===== config.mk =====
export PLATFORM = sky130hd
export DESIGN_NAME = interrupt_controller
export DESIGN_NICKNAME = d
export VERILOG_FILES = /design/src/rtl/intc_pkg.sv /design/src/rtl/intc_priority_encoder.sv /design/src/rtl/interrupt_controller.sv
export SDC_FILE = /design/constraint.sdc
export NUM_CORES = 1
export LEC_CHECK = 0
export CORE_ASPECT_RATIO = 1.25
export CORE_UTILIZATION = 38
export CTS_BUF_LIST = sky130_fd_sc_hd__clkbuf_2 sky130_fd_sc_hd__clkbuf_4 sky130_fd_sc_hd__clkbuf_8
export CTS_CLUSTER_SIZE = 10
export DETAILED_ROUTE_END_ITERATION = 7
export PLACE_DENSITY = 0.68
export REMOVE_ABC_BUFFERS = 1
export SETUP_SLACK_MARGIN = 0.3
export SLEW_MARGIN = 5
export SYNTH_ARGS = -nofsm -noshare
export SYNTH_HDL_FRONTEND = slang
export SYNTH_SLANG_ARGS = --single-unit

===== constraint.sdc =====
create_clock -name clock -period 3.9 [get_ports clock]
set_input_delay 0.39 -clock clock [delete_from_list [all_inputs] [get_ports clock]]
set_output_delay 0.39 -clock clock [all_outputs]
set_load 0.01 [all_outputs]

===== src/rtl/intc_pkg.sv =====
// Shared constants and types for the interrupt controller: register map,
// handshake state encoding and the in-service flag position of ACTIVE_ID.
package intc_pkg;

    localparam int ADDR_PENDING  = 0;
    localparam int ADDR_ENABLE   = 1;
    localparam int ADDR_MODE     = 2;
    localparam int ADDR_VBASE    = 3;
    localparam int ADDR_ACTIVE   = 4;

    localparam int INSERVICE_BIT = 31;

    typedef enum logic [1:0] {
        IDLE    = 2'd0,
        REQ     = 2'd1,
        SERVICE = 2'd2
    } state_e;

endpackage


===== src/rtl/intc_priority_encoder.sv =====
// Fixed-priority picker over the eligible vector; the lowest set index wins.
module intc_priority_encoder #(
    parameter int NUM_SOURCES = 8,
    parameter int ID_SIZE     = 5
) (
    input  logic [NUM_SOURCES-1:0] eligible,
    output logic [ID_SIZE-1:0]     winner,
    output logic                   valid
);

    // Scan from the top down so the lowest set index overwrites last.
    always_comb begin
        winner = '0;
        for (int i = NUM_SOURCES - 1; i >= 0; i--) begin
            if (eligible[i]) begin
                winner = ID_SIZE'(i);
            end
        end
        valid = |eligible;
    end

endmodule


===== src/rtl/interrupt_controller.sv =====
// Memory-mapped interrupt controller: edge/level capture into PENDING,
// fixed-priority arbitration and a req/ack/eoi handshake toward the core.
module interrupt_controller
    import intc_pkg::*;
#(
    parameter int WORD_SIZE     = 32,
    parameter int ADDR_SIZE     = 5,
    parameter int NUM_SOURCES   = 8,
    parameter int ID_SIZE       = 5,
    parameter int VECTOR_STRIDE = 4
) (
    input  logic                   clock,
    input  logic                   reset,
    input  logic [NUM_SOURCES-1:0] irq_src,
    input  logic                   rd_en,
    input  logic                   wr_en,
    input  logic [ADDR_SIZE-1:0]   addr,
    input  logic [WORD_SIZE-1:0]   wr_data,
    output logic [WORD_SIZE-1:0]   rd_data,
    output logic                   irq_req,
    output logic [WORD_SIZE-1:0]   irq_vector,
    output logic [ID_SIZE-1:0]     irq_id,
    input  logic                   irq_ack,
    input  logic                   eoi
);

    localparam int STRIDE_SHIFT = $clog2(VECTOR_STRIDE);

    logic [NUM_SOURCES-1:0] pending_q, pending_d;
    logic [NUM_SOURCES-1:0] enable_q, enable_d;
    logic [NUM_SOURCES-1:0] mode_q, mode_d;
    logic [NUM_SOURCES-1:0] src_prev_q;
    logic [WORD_SIZE-1:0]   vbase_q, vbase_d;
    logic [WORD_SIZE-1:0]   rd_data_q;
    logic [WORD_SIZE-1:0]   irq_vector_q;
    logic [ID_SIZE-1:0]     irq_id_q;
    logic                   irq_req_q;
    state_e                 state_q;

    logic [NUM_SOURCES-1:0] eligible;
    logic [NUM_SOURCES-1:0] id_onehot;
    logic [NUM_SOURCES-1:0] set_vec;
    logic [NUM_SOURCES-1:0] clear_vec;
    logic [ID_SIZE-1:0]     winner;
    logic                   winner_valid;
    logic                   still_valid;
    logic                   ack_take;
    logic [WORD_SIZE-1:0]   winner_vector;
    logic [WORD_SIZE-1:0]   read_word;
    logic                   wr_pending, wr_enable, wr_mode, wr_vbase;

    assign wr_pending = wr_en && (addr == ADDR_SIZE'(ADDR_PENDING));
    assign wr_enable  = wr_en && (addr == ADDR_SIZE'(ADDR_ENABLE));
    assign wr_mode    = wr_en && (addr == ADDR_SIZE'(ADDR_MODE));
    assign wr_vbase   = wr_en && (addr == ADDR_SIZE'(ADDR_VBASE));

    assign eligible      = pending_q & enable_q;
    assign id_onehot     = NUM_SOURCES'(1) << irq_id_q;
    assign still_valid   = |(eligible & id_onehot);
    assign ack_take      = (state_q == REQ) && still_valid && irq_ack;
    assign winner_vector = vbase_q + (WORD_SIZE'(winner) << STRIDE_SHIFT);

    intc_priority_encoder #(
        .NUM_SOURCES(NUM_SOURCES),
        .ID_SIZE    (ID_SIZE)
    ) u_prio (
        .eligible(eligible),
        .winner  (winner),
        .valid   (winner_valid)
    );

    // Sets are ORed in after clears so a new event always beats W1C or ack.
    always_comb begin
        set_vec   = irq_src & ~(mode_q & src_prev_q);
        clear_vec = (wr_pending ? wr_data[NUM_SOURCES-1:0] : '0)
                  | (ack_take ? id_onehot : '0);
        pending_d = (pending_q & ~clear_vec) | set_vec;
        enable_d  = wr_enable ? wr_data[NUM_SOURCES-1:0] : enable_q;
        mode_d    = wr_mode ? wr_data[NUM_SOURCES-1:0] : mode_q;
        vbase_d   = wr_vbase ? wr_data : vbase_q;
    end

    always_comb begin
        read_word = '0;
        case (addr)
            ADDR_SIZE'(ADDR_PENDING): read_word = WORD_SIZE'(pending_q);
            ADDR_SIZE'(ADDR_ENABLE):  read_word = WORD_SIZE'(enable_q);
            ADDR_SIZE'(ADDR_MODE):    read_word = WORD_SIZE'(mode_q);
            ADDR_SIZE'(ADDR_VBASE):   read_word = vbase_q;
            ADDR_SIZE'(ADDR_ACTIVE): begin
                read_word = WORD_SIZE'(irq_id_q);
                read_word[INSERVICE_BIT] = (state_q == SERVICE);
            end
            default:                  read_word = '0;
        endcase
    end

    always_ff @(posedge clock) begin
        if (!reset) begin
            pending_q  <= '0;
            enable_q   <= '0;
            mode_q     <= '0;
            vbase_q    <= '0;
            src_prev_q <= '0;
            rd_data_q  <= '0;
        end else begin
            pending_q  <= pending_d;
            enable_q   <= enable_d;
            mode_q     <= mode_d;
            vbase_q    <= vbase_d;
            src_prev_q <= irq_src;
            if (rd_en) begin
                rd_data_q <= read_word;
            end
        end
    end

    always_ff @(posedge clock) begin
        if (!reset) begin
            state_q      <= IDLE;
            irq_req_q    <= 1'b0;
            irq_id_q     <= '0;
            irq_vector_q <= '0;
        end else begin
            case (state_q)
                IDLE: begin
                    if (winner_valid) begin
                        irq_id_q     <= winner;
                        irq_vector_q <= winner_vector;
                        irq_req_q    <= 1'b1;
                        state_q      <= REQ;
                    end
                end
                REQ: begin
                    // A withdrawn request is abandoned even if ack arrives with it.
                    if (!still_valid) begin
                        irq_req_q <= 1'b0;
                        state_q   <= IDLE;
                    end else if (irq_ack) begin
                        irq_req_q <= 1'b0;
                        state_q   <= SERVICE;
                    end
                end
                SERVICE: begin
                    if (eoi) begin
                        state_q <= IDLE;
                    end
                end
                default: begin
                    irq_req_q <= 1'b0;
                    state_q   <= IDLE;
                end
            endcase
        end
    end

    assign rd_data    = rd_data_q;
    assign irq_req    = irq_req_q;
    assign irq_id     = irq_id_q;
    assign irq_vector = irq_vector_q;

endmodule


=== Word level (Yosys, flattened, before mapping) ===
Index checks and enable logic that the tools add are counted.

* Flip-flop bits (word level): 136
* Bits of input ports: 51
* Logic and storage cells: 64

* Muxes and demuxes: 20
* Reductions and logical operators: 13
* Shifts and indexed selects: 1
* Bitwise operators: 10
* Eq/ne operators: 9
* $add $sub $neg: 1

{| class="wikitable"
|+ Operators with widths
! operator !! number
|-
| $pmux W32 S5 || 1
|-
| $and A8 B8 Y8 || 5
|-
| $add A32 B7 Y32 || 1
|-
| $mux W3 || 8
|-
| $mux W8 || 2
|-
| $not A8 Y8 || 2
|-
| $or A8 B8 Y8 || 2
|-
| $reduce_or A8 Y1 || 2
|-
| $eq A5 B2 Y1 const B || 2
|-
| $mux W2 || 4
|-
| $shl A1 B5 Y8 const A || 1
|-
| $logic_and A1 B1 Y1 || 6
|-
| $pmux W2 S3 || 1
|-
| $reduce_and A3 Y1 || 2
|-
| $eq A5 B1 Y1 const B || 1
|-
| $eq A5 B3 Y1 const B || 1
|-
| $logic_not A5 Y1 || 1
|-
| $mux W1 || 3
|-
| $ne A3 B3 Y1 const B || 1
|-
| $pmux W1 S3 || 1
|-
| $eq A2 B1 Y1 const B || 1
|-
| $eq A2 B2 Y1 const B || 1
|-
| $logic_not A2 Y1 || 1
|-
| $ne A2 B1 Y1 const B || 1
|-
| 3 further kinds || 3
|}

=== Depth between registers and ports, before layout ===
* Word-level depth: 10
* Depth in mapped cells: 12

=== Cells and area by module ===
Synthesis repeated with hierarchy kept, for this count alone.

* Cells, all modules: 709
* Area, all modules: 6099.6 µm²

{| class="wikitable"
|+ By module, submodules not included
! module !! instances !! area an instance (µm²) !! seq. area each (µm²) !! cells each
|-
| interrupt_controller || 1 || 5999.5 || 2722.6 || 693
|-
| intc_priority_encoder || 1 || 100.1 || 0.0 || 16
|}

=== Least setup slack after synthesis ===
OpenSTA, ideal clock, no wires.

* Path type: reg-to-reg
* Start: reg pending_q[0]
* End: reg irq_vector_q[7] (netlist: irq_vector[7])
* Data required time: 3784 ps
* Cell stages (with the launch flop): 10
* Arrival time: 2244 ps
* Buffers on the path: 1
* Period minus slack after synthesis: 2361 ps
* Slack: 1539 ps
* Path through: dfxtp_1 > a22o_1 > or2_2 > nor2b_1 > ha_1 > a21oi_1 > clkbuf_1 > nor2_1 > xor2_1 > o211a_1

* Cells in the longest elaborated chain, start to end: 3
* Elaborated cells on any way between the ends: 5
* Those cells by class: 1 x add/sub; 1 x mux; 1 x bitwise; 2 x reduce/logical

{| class="wikitable"
|+ Ends and longest elaborated chain
! what !! line !! text
|-
| start: declaration || interrupt_controller.sv:29 || <nowiki>logic [NUM_SOURCES-1:0] pending_q, pending_d;</nowiki>
|-
| start signal: assignment || interrupt_controller.sv:107 || <nowiki>pending_q <= pending_d;</nowiki>
|-
| $and A8 B8 Y8 || interrupt_controller.sv:57 || <nowiki>assign eligible = pending_q & enable_q;</nowiki>
|-
| $mux W3 || intc_priority_encoder.sv:15 || <nowiki>if (eligible[i]) begin</nowiki>
|-
| named net u_prio.winner[2] || intc_priority_encoder.sv:7 || <nowiki>output logic [ID_SIZE-1:0] winner,</nowiki>
|-
| $add A32 B7 Y32 || interrupt_controller.sv:61 || <nowiki>assign winner_vector = vbase_q + (WORD_SIZE'(winner) << STRIDE_SHIFT);</nowiki>
|-
| end signal: assignment || interrupt_controller.sv:129 || <nowiki>irq_vector_q <= winner_vector;</nowiki>
|-
| end: declaration || interrupt_controller.sv:35 || <nowiki>logic [WORD_SIZE-1:0] irq_vector_q;</nowiki>
|}

The timed path passes the listed nets, and every way through them passes these cells.
A chain may end at the register's enable or synchronous reset.

=== Final worst setup path ===
* Start: reg pending_q[6]
* End: reg irq_vector_q[24] (netlist: irq_vector[24])

* Cells in the longest elaborated chain, start to end: 9
* Elaborated cells on any way between the ends: 11
* Those cells by class: 1 x add/sub; 7 x mux; 1 x bitwise; 2 x reduce/logical

{| class="wikitable"
|+ Ends and longest elaborated chain
! what !! line
|-
| $and A8 B8 Y8 || interrupt_controller.sv:57
|-
| $mux W3 (7 in series) || intc_priority_encoder.sv:15
|-
| named net u_prio.winner[0] || intc_priority_encoder.sv:7
|-
| $add A32 B7 Y32 || interrupt_controller.sv:61
|}

The timed path passes the listed nets, and every way through them passes these cells.

==> impl_metrics.csv <==
group,metric,value,unit
routing,routed_wl,16.1,mm
cts,cts_htree_levels,4,
floorplanning,io_pins,121,
synth,ys.flop_type,"dfxtp_1",
cts,postCtsSetupRepairBufs,0,
cts,cts_root_buf,"clkbuf_8",
synth,syn_inst,700,
cells_and_area,diodes,0,
power_and_ir_drop,power,3.05,mW
floorplanning,start_util,0.392,
placed_design,dpl-instance-area,0.00728,mm²
cells_and_area,area_growth,31.5,%
cts,cts_tree,"yes",
critical_path,critical_path_arrival,3110,ps
placed_design,io_buffers,118,
floorplanning,die_x,114,µm
min_path,hp-class,"primary input to flip-flop",
synth,synth_area_leaders,"dfxtp_1 45%, nand2_1 7.8%, a21oi_1 7.4%, mux2i_1 3.6%, nand3_1 3.0%",
timing,period_minus_slack,2770,ps
timing,fmax,360,MHz
routing,dr.first_iter.drc_count,376,
cts,cts.sinks,134,
global_routing,overflow,0,
global_routing,grt_pass1_wl,25.7,mm
routing,vias,5353,
timing,final.setup_skew,9.87,ps
timing,setup_tns,0,ps
timing,slew_headroom,0.230,
synth,yosysWarningCount,0,
cells_and_area,fin_cells,1019,
global_routing,antenna_found_initial,0,
power_and_ir_drop,p_leak,2.72,nW
synth,synth_seq_cells,134,
timing,rsz0062_at_grt,"false",
cells_and_area,drive_gt1_frac,0.0777,
cts,cts_hold_buf,0,
timing,drv_slew,0,
critical_path,cp.required,4230,ps
synth,synth_area,0.00592,mm²
floorplanning,fp-row-count,50,
floorplanning,dieArea,0.0161,mm²
synth,synth_area_per_cell,8.45,µm²
routing,remaining_drc_errors,0,
floorplanning,core_area,0.0151,mm²
timing,hold_viol_final,0,
run,drv_cap,0,
cells_and_area,design_area,0.00778,mm²
status,status,"finished, final reports clean",
synth,synth_edf_count,0,
placed_design,post-place-cells,987,
synth,synth_top_area_cell,"dfxtp_1",
power_and_ir_drop,ir_drop,0.000200,V
cts,cts_buffers,17,
synth,async_reset_ff_frac,0,
critical_path,crit_path_max_fanout,7,
placed_design,dp_slack,1120,ps
synth,seq_area_frac_synth,0.453,
routing,via_per_inst,5.25,
timing,worst_slack,1130,ps
timing,worst_pin_slew,1150,ps
power_and_ir_drop,powerDensity,393,mW/mm²
routing,drtPass1Iterations,5,
cts,clk_latency,440,ps
routing,ant_nets,0,
cells_and_area,nets,853,
critical_path,worstSetupEndpointType,"flip-flop",
synth,synth_top_area_share,0.453,
routing,routedWlPerCell,15.8,µm
critical_path,critPathKind,"flip-flop to flip-flop",
global_routing,grt_max_degree,59,
critical_path,startpoint_type,"flip-flop",
global_routing,grt_pass1_vias,5003,
timing,finalSetupViolations,0,
timing,fin_crit_sh,0.711,
placed_design,gp_congestion,0.900,
placed_design,hpwl,11.3,mm
floorplanning,fp.dieH,141,µm
cts,ctsResizeCount,0,
cts,cts.clk_slew.worst_paths,80,ps
synth,synth.distinct_cells,56,
cts,clockBufferDepth,2,
global_routing,grt.total_usage,0.205,
==> cell usage after synthesis (all sizes together) (6+ instances only) <==
master and count:
a22oi 8, o21ai 33, nand3 35, and2 11
nand2b 25, nand4 6, clkbuf 43, a221oi 6
a211oi 8, nor4 6, nor3 7, nor2 43
mux2i 21, mux4 6, a21oi 88, xor2 9
buf 8, inv 6, a21o 7, nand2 123
xnor2 19, dfxtp 134, a22o 6
==> layout by cell type (no fill, tap or decap), types with 4 or more instances in the layout <==
master / count
a211oi_1: 8
a21o_1: 7
a21oi_1: 88
a221oi_1: 6
a22o_1: 6
a22oi_1: 8
and2_1: 11
buf_4: 8
bufinv_16: 6
clkbuf_8: 20
clkdlybuf4s50_1: 117
dfxtp_1: 134
inv_1: 5
mux2i_1: 21
mux4_2: 6
nand2_1: 123
nand2b_1: 25
nand3_1: 35
nand4_1: 5
nand4b_1: 4
nor2_1: 43
nor2b_1: 5
nor3_1: 4
nor4_1: 5
o21ai_0: 32
xnor2_1: 19
xor2_1: 9
==> final timing paths <==
path,startpoint,slack (ps),end,cells after the start
max reg2reg,pending_q[6],1130,irq_vector[24],12
min,rd_en,410,rd_data[22],3
min reg2reg,rd_data[7],460,rd_data[7],2
max,pending_q[6],1130,irq_vector[24],12
==> critical path, stage by stage (launching register included) <==
cell and delay (ps):
dfxtp_1 340, nand2_1 110, a32o_1 200, a21oi_1 90, nor2_1 120, ha_1 190, inv_1 60, fa_1 400
nor2b_1 250, nor2_1 200, nor4b_1 460, xnor2_1 170, a21oi_1 80
==> cell type report <==
type                            instances  area (µm²)
Multi-Input combinational cell        510        3020
Inverter                                6        22.5
Timing Repair Buffer                  129        1300
Clock inverter                         11         219
Clock buffer                           21         283
Sequential cell                       134        2680
Tap cell                              208         260
Fill cell                            1482        7300
==> layer usage <==
layer  up-vias  GRT usage  routed length (µm)
met3        25     0.0427                 872
met1      2509      0.255                6920
met5         -          0                   0
met4         0     0.0817                 293
li1       2622          -                   -
met2       197      0.345                8030
==> power by group <==
group / internal (mW) / switching [mW]
clock: 0.888 / 0.547
sequential: 1.39 / 0.0236
combinational: 0.104 / 0.0980
==> stage by stage <==
stage / utilization / hold slack, ps
floorplan: - / 442
global placement: 0.483 / 442
detailed placement: 0.483 / 446
CTS: 0.516 / 401
global route: 0.516 / 421
finish: 0.516 / 412
==> registers in the layout, indices dropped and copies added, names as in the netlist <==
register / flops
irq_id: 3
irq_vector: 32
state_q: 2
rd_data: 32
irq_req: 1
src_prev_q: 8
enable_q: 8
vbase_q: 32
pending_q: 8
mode_q: 8
==> kinds of logic (layout without fill, tap and decap cells) <==
family	count (synthesis)	after routing	share of synthesized area
buffers and inverters	57	167	0.0383
multiplexers	27	27	0.0584
flip-flops	134	134	0.453
AO/OA/AOI/OAI	166	166	0.165
other	1	2	0.000634
adder cells (fa/ha/maj)	4	4	0.00973
AND/OR/NAND/NOR	283	283	0.234
XOR/XNOR	28	28	0.0415
(Power assumes the default switching activity.)
